$ cat src/rtl/serial_adder_pkg.sv
// Shared types and constants for the bit-serial adder.
package serial_adder_pkg;

  localparam int unsigned DEFAULT_WIDTH = 8;

  typedef enum logic [1:0] {
    IDLE = 2'd0,
    RUN  = 2'd1,
    DONE = 2'd2
  } state_t;

endpackage

$ cat src/rtl/serial_adder_if.sv
// Operand/result handshake bundle between a producer/consumer and the serial adder.
interface serial_adder_if
  import serial_adder_pkg::*;
#(
  parameter int unsigned WIDTH = DEFAULT_WIDTH
) ();

  logic             in_valid;
  logic             in_ready;
  logic [WIDTH-1:0] a;
  logic [WIDTH-1:0] b;
  logic             cin;
  logic             out_valid;
  logic             out_ready;
  logic [WIDTH-1:0] sum;
  logic             cout;
  logic             busy;

  modport master (
    output in_valid, a, b, cin, out_ready,
    input  in_ready, out_valid, sum, cout, busy
  );

  modport slave (
    input  in_valid, a, b, cin, out_ready,
    output in_ready, out_valid, sum, cout, busy
  );

endinterface

$ cat src/rtl/serial_adder_full_adder.sv
// One-bit gate-level full adder used as the serial adder's only arithmetic cell.
module full_adder (
  input  logic a,
  input  logic b,
  input  logic cin,
  output logic out,
  output logic cout
);

  logic ab_x;
  logic ab_a;
  logic cx_a;

  xor g_x0 (ab_x, a, b);
  xor g_x1 (out, ab_x, cin);
  and g_a0 (ab_a, a, b);
  and g_a1 (cx_a, ab_x, cin);
  or  g_o0 (cout, ab_a, cx_a);

endmodule

$ cat src/rtl/serial_adder.sv
// Bit-serial adder: LSB-first through one full adder, WIDTH cycles per operation,
// valid/ready on both operand and result sides.
module serial_adder
  import serial_adder_pkg::*;
#(
  parameter int unsigned WIDTH = DEFAULT_WIDTH
) (
  input  logic          CLK,
  input  logic          RESET,
  serial_adder_if.slave bus
);

  localparam int unsigned CNT_W = $clog2(WIDTH);
  localparam logic [CNT_W-1:0] LAST = CNT_W'(WIDTH - 1);

  state_t           state_q;
  state_t           state_d;
  logic [WIDTH-1:0] op_a;
  logic [WIDTH-1:0] op_b;
  logic [WIDTH-1:0] sum_q;
  logic             carry;
  logic [CNT_W-1:0] cnt;
  logic             in_ready_q;
  logic             out_valid_q;
  logic             busy_q;
  logic             fa_out;
  logic             fa_cout;

  full_adder u_fa (
    .a    (op_a[0]),
    .b    (op_b[0]),
    .cin  (carry),
    .out  (fa_out),
    .cout (fa_cout)
  );

  // Next-state logic.
  always_comb begin
    state_d = state_q;
    case (state_q)
      IDLE:    if (bus.in_valid)   state_d = RUN;
      RUN:     if (cnt == LAST)    state_d = DONE;
      DONE:    if (bus.out_ready)  state_d = IDLE;
      default:                     state_d = IDLE;
    endcase
  end

  // State, datapath and registered status flags.
  always_ff @(posedge CLK) begin
    if (RESET) begin
      state_q     <= IDLE;
      op_a        <= '0;
      op_b        <= '0;
      sum_q       <= '0;
      carry       <= 1'b0;
      cnt         <= '0;
      in_ready_q  <= 1'b1;
      out_valid_q <= 1'b0;
      busy_q      <= 1'b0;
    end else begin
      state_q     <= state_d;
      in_ready_q  <= (state_d == IDLE);
      out_valid_q <= (state_d == DONE);
      busy_q      <= (state_d != IDLE);
      case (state_q)
        IDLE: begin
          if (bus.in_valid) begin
            op_a  <= bus.a;
            op_b  <= bus.b;
            carry <= bus.cin;
            cnt   <= '0;
          end
        end
        RUN: begin
          sum_q <= {fa_out, sum_q[WIDTH-1:1]};
          op_a  <= op_a >> 1;
          op_b  <= op_b >> 1;
          carry <= fa_cout;
          // Hold at the last count so the counter never wraps mid-operation.
          if (cnt != LAST) cnt <= cnt + CNT_W'(1);
        end
        default: ;
      endcase
    end
  end

  assign bus.in_ready  = in_ready_q;
  assign bus.out_valid = out_valid_q;
  assign bus.busy      = busy_q;
  assign bus.sum       = sum_q;
  assign bus.cout      = carry;

endmodule

$ cat src/flat_wrapper.sv
// flat-port wrapper written by rule: the top's interface ports become plain ports
module serial_adder_flat import serial_adder_pkg::*;
#(
  parameter int unsigned WIDTH = DEFAULT_WIDTH
)
  (CLK, RESET, bus_in_valid, bus_a, bus_b, bus_cin, bus_out_ready, bus_in_ready, bus_out_valid, bus_sum, bus_cout, bus_busy);
  serial_adder_if #(.WIDTH(WIDTH)) bus_i ();
  input  logic CLK;
  input  logic RESET;
  input wire logic [$bits(bus_i.in_valid)-1:0] bus_in_valid;
  input wire logic [$bits(bus_i.a)-1:0] bus_a;
  input wire logic [$bits(bus_i.b)-1:0] bus_b;
  input wire logic [$bits(bus_i.cin)-1:0] bus_cin;
  input wire logic [$bits(bus_i.out_ready)-1:0] bus_out_ready;
  output wire logic [$bits(bus_i.in_ready)-1:0] bus_in_ready;
  output wire logic [$bits(bus_i.out_valid)-1:0] bus_out_valid;
  output wire logic [$bits(bus_i.sum)-1:0] bus_sum;
  output wire logic [$bits(bus_i.cout)-1:0] bus_cout;
  output wire logic [$bits(bus_i.busy)-1:0] bus_busy;
  assign bus_i.in_valid = bus_in_valid;
  assign bus_i.a = bus_a;
  assign bus_i.b = bus_b;
  assign bus_i.cin = bus_cin;
  assign bus_i.out_ready = bus_out_ready;
  assign bus_in_ready = bus_i.in_ready;
  assign bus_out_valid = bus_i.out_valid;
  assign bus_sum = bus_i.sum;
  assign bus_cout = bus_i.cout;
  assign bus_busy = bus_i.busy;
  serial_adder #(.WIDTH(WIDTH)) u_core (.CLK(CLK), .RESET(RESET), .bus(bus_i));
endmodule
$ cat config.mk
export PLATFORM = sky130hd
export DESIGN_NAME = serial_adder_flat
export DESIGN_NICKNAME = d
export VERILOG_FILES = /design/src/rtl/serial_adder_pkg.sv /design/src/rtl/serial_adder_if.sv /design/src/rtl/serial_adder_full_adder.sv /design/src/rtl/serial_adder.sv /design/src/flat_wrapper.sv
export SDC_FILE = /design/constraint.sdc
export NUM_CORES = 1
export LEC_CHECK = 0
export CAP_MARGIN = 30
export CORE_AREA = 4 4 69 71
export DETAILED_ROUTE_END_ITERATION = 10
export DIE_AREA = 0 0 73 75
export PLACE_DENSITY = 0.63
export SYNTH_ARGS = -nofsm -noshare
export SYNTH_HDL_FRONTEND = slang
export SYNTH_SLANG_ARGS = --single-unit
$ cat constraint.sdc
create_clock -name CLK -period 2.8 [get_ports CLK]
set_input_delay 0.42 -clock CLK [delete_from_list [all_inputs] [get_ports CLK]]
set_output_delay 0.42 -clock CLK [all_outputs]
set_load 0.03 [all_outputs]
* Word-level counts from Yosys, hierarchy flattened
Index checks and enable logic that the tools add are counted.
W data, S select, Z words.
** Storage, ports and cells
- Register bits after elaboration :: 33
- Input bits :: 21
- Output and inout port bits :: 12
** Cells by class
- Multiplexer cells :: 13
- $add $sub $neg :: 1
- Bitwise operators :: 5
- Reduce and logical (&&, ||, !) cells :: 6
- Equality and inequality tests :: 7
** Operators by type and width (number)
- $pmux W8 S2 :: 2
- $mux W8 :: 2
- $mux W2 :: 3
- $mux W3 :: 2
- $pmux W2 S3 :: 1
- $pmux W3 S2 :: 1
- $eq A2 B2 Y1 const B :: 2
- $logic_not A2 Y1 :: 2
- $reduce_bool A2 Y1 :: 2
- $add A3 B1 Y3 const B :: 1
- $eq A3 B3 Y1 const B :: 1
- $ne A3 B3 Y1 const B :: 1
- $reduce_and A3 Y1 :: 1
- $and A1 B1 Y1 :: 2
- $eq A2 B1 Y1 const B :: 1
- $ne A2 B1 Y1 const B :: 1
- $ne A2 B2 Y1 const B :: 1
- $pmux W1 S2 :: 1
- $reduce_and A2 Y1 :: 1
- $xor A1 B1 Y1 :: 2
- $mux W1 :: 1
- $or A1 B1 Y1 :: 1

* Logic depth before layout (Yosys ltp)
- Depth in word-level cells :: 4
- Depth in mapped cells :: 5
- Depth with buffers taken out :: 5

* Cells and area by module
A second synthesis with hierarchy kept.
** Second synthesis, totals
- Cells, all modules :: 142
- Area, all modules :: 1361.3 um^2
** By module, submodules not included
- serial_adder :: seq. area each 660.6 um^2, instances 1, area each 1341.3 um^2, cells an instance 141
- full_adder :: seq. area each 0.0 um^2, instances 1, area each 20.0 um^2, cells an instance 1

* Worst setup path after synthesis
No wires, ideal clock.
- Path kind :: reg-to-reg
- From :: reg u_core.carry (netlist: u_core.bus.cout)
- To :: reg u_core.sum_q[7] (netlist: u_core.bus.sum[7])
- Cell stages (with the launch flop) :: 4
- Clock period less this slack :: 1.211 ns
- Library setup time :: 0.132 ns
- Data arrival time :: 1.079 ns
- Path buffers :: 0
- Required time :: 2.668 ns
- Path slack :: 1.589 ns
- Cells stage by stage :: dfxtp_1 -> fa_1 -> nand2_1 -> a21oi_1
** Between the ends
- Longest elaborated chain between the ends :: 1
** RTL lines
- start, declared :: RTL line serial_adder.sv:21 : logic carry;
- start signal, assigned :: RTL line serial_adder.sv:70 : carry <= bus.cin;
- start signal, assigned :: RTL line serial_adder.sv:78 : carry <= fa_cout;
- $xor A1 B1 Y1 :: RTL line serial_adder_full_adder.sv:15 : xor g_x1 (out, ab_x, cin);
- net u_core.fa_out :: RTL line serial_adder.sv:26 : logic fa_out;
- end signal, assigned :: RTL line serial_adder.sv:75 : sum_q <= {fa_out, sum_q[WIDTH-1:1]};
- end, declared :: RTL line serial_adder.sv:20 : logic [WIDTH-1:0] sum_q;
The timed path passes the listed nets, and every way through them passes these cells.
A chain may end at the register's enable or synchronous reset.

* Final worst setup path
- From :: reg u_core.carry (netlist: u_core.bus.cout)
- To :: out bus_cout
** RTL lines
- end, declared :: RTL line flat_wrapper.sv:18 : output wire logic [$bits(bus_i.cout)-1:0] bus_cout;
No word-level cell between the ends.

==> flow_summary.ini <==
[synth]
synth_area_per_cell_um2 = 9.53
ys_seq_area_frac = 0.471
synth_cell_types = 22
yosysWarnings = 0
synthesis.nets = 171
synth_seq_cells = 33
syn-cell-area_um2 = 1400
syn_inst = 147

[sta]
maxSlewHeadroom = 0.564
slew_violations = 0
tns_ns = 0
fin_crit_sh = 0.629
grt_setup_unrepaired = no
fin_skew_ns = 0.00250
period_needed_ns = 1.76
setup_viol = 0
finalHoldViolCount = 0
max_freq_ghz = 0.568
tightest_slew_ns = 0.652

[setup_path]
cp-end-kind = primary output
crit_path_max_fanout = 3
cpMaxStageDelayCell = clkdlybuf4s50_1
cp_data_arrival_time_ns = 1.34
slowest_delay_ns = 0.69
crit_required_ns = 2.38
startpoint_type = flip-flop
crit_path_cell_trace = clkdlybuf4s50_1
path_delay_family = buffers and inverters
path_class = reg -> out
path_buf_inv = 1

[placed_design]
buffer_ports.inserted = 32
routabilityCongestion = 0.710
dp_hpwl_um = 2070

[power]
irDropWorstVdd_mv = 0.207
power.leakage_uw = 0.000673
p_total_uw = 1000
power.density_nw_per_um2 = 556

[die]
die_y_um = 75
rows = 24
io-pin-count = 33
die_w_um = 73
start_util = 0.331
die-area_um2 = 5480
core_um2 = 4230

[layout]
syn_to_final_growth_pct = 28.7
drive_above_1_share = 0.0678
finalNetCount = 201
diodes = 0

[global_route]
grt_pass1_wl_um = 4940
antenna_found_initial = 0
grt_use_total = 0.117
gr-total-overflow = 0
grt_pass1_vias = 1125
grt_max_degree = 31

[clock_network]
clock_latency_ns = 0.27
cts_buffers = 5
h-tree-depth = 2
cts_tree = done
clockBufferDepth = 2
cts.clk_slew.worst_paths_ns = 0.06
post_cts_buffers = 0
holdBufCountCts = 0
cts.sinks = 33
post_cts_resized = 0
cts-root-buf = clkbuf_8

[detailed_routing]
drcViolationCount = 0
first_pass_iters = 4
vias_per_cell = 4.88
routedWlPerCell_um = 12.2
drt_wl_total_um = 2790
num_vias = 1117
drt_iter0_markers = 35
antenna_left = 0

[run]
maxCapViolCount = 0

[run_status]
status = complete, no violations

[worst_hold_path]
hold_class = reg -> reg
## cell families (layout without fill, tap and decap cells)
family                   after synthesis  count (layout)  share of synthesized area
flip-flops                            33              33                      0.471
AO/OA/AOI/OAI                         36              36                      0.181
buffers and inverters                 12              42                     0.0661
AND/OR/NAND/NOR                       48              48                      0.142
multiplexers                          15              15                      0.107
adder cells (fa/ha/maj)                3               3                     0.0321
## cell type report
| cell class | count | area [µm²] |
|---|---|---|
| Timing Repair Buffer | 35 | 343 |
| Tap cell | 52 | 65.1 |
| Fill cell | 410 | 2430 |
| Clock buffer | 7 | 86.3 |
| Multi-Input combinational cell | 102 | 648 |
| Sequential cell | 33 | 661 |
## per-layer routing
metal  share of wire  up-vias  track usage
met2            0.47       29        0.186
met5               0        -            0
met1            0.44      508        0.140
met4           0.020        0       0.0676
met3           0.061        5       0.0360
li1                -      575            -
## synth_stat cells, drive strengths merged
cell / count / area (µm²)
ha: 2 / 25.0
a22oi: 2 / 15.0
o21ba: 1 / 16.3
nor2b: 1 / 6.26
nand3: 4 / 20.0
dfxtp: 33 / 661
nand2: 21 / 78.8
nor2: 19 / 71.3
a21o: 1 / 7.51
a21oi: 12 / 60.1
buf: 8 / 77.6
a31oi: 3 / 18.8
mux2i: 15 / 150
a211oi: 16 / 125
o21bai: 1 / 11.3
fa: 1 / 20.0
clkbuf: 4 / 15.0
nand2b: 1 / 6.26
nor4b: 1 / 8.76
nor3b: 1 / 7.51
## layout by cell type, fill, tap and decap left out
cell type and count:
a211oi_2 1, clkbuf_1 1, a21oi_1 12, mux2i_1 15
nand2b_1 1, a31oi_1 3, nor2_1 19, nand3_1 4
nor2b_1 1, clkbuf_8 6, nor4b_1 1, a22oi_1 2
o21bai_2 1, o21ba_4 1, nand2_1 21, dfxtp_1 33
a211oi_1 15, ha_1 2, buf_4 3, a21o_1 1
nor3b_1 1, clkdlybuf4s50_1 32, fa_1 1
## through the flow
stage / setup WS (ns) / cell area (µm²) / hold slack [ns] / util / std cells
after floorplan: 1.59 / 1400 / 0.463 / - / 147
after global placement: 1.03 / 1720 / 0.450 / 0.405 / 222
after detailed placement: 1.00 / 1720 / 0.462 / 0.405 / 222
after CTS: 1.01 / 1800 / 0.471 / 0.426 / 229
after global routing: 0.970 / 1800 / 0.496 / 0.426 / 229
final: 1.04 / 1800 / 0.465 / 0.426 / 229
## path summary, 6_finish.rpt
| path | depth (start not counted) | slack, ns | start | to |
|---|---|---|---|---|
| hold / removal | 2 | 0.47 | u_core.bus.sum[6] | u_core.bus.sum[5] |
| hold reg to reg | 2 | 0.47 | u_core.bus.sum[6] | u_core.bus.sum[5] |
| setup reg to reg | 4 | 1.23 | u_core.state_q[0] | u_core.state_q[1] |
| setup / recovery | 1 | 1.04 | u_core.bus.cout | bus_cout |
## where the power goes
part	internal, µW	total (µW)	leakage [µW]	switching, µW
clock network	195	343	0.0000443	149
logic	72.7	144	0.000357	71.8
registers	498	514	0.000271	16.1
total	765	1000	0.000673	237
## registers in the layout, indices dropped and copies added, names as in the netlist
signal	cells
u_core.bus.out_valid	1
u_core.bus.busy	1
u_core.bus.in_ready	1
u_core.cnt	3
u_core.bus.sum	8
u_core.op_b	8
u_core.op_a	8
u_core.state_q	2
u_core.bus.cout	1
Note: power is estimated with default switching activity, not from simulation.
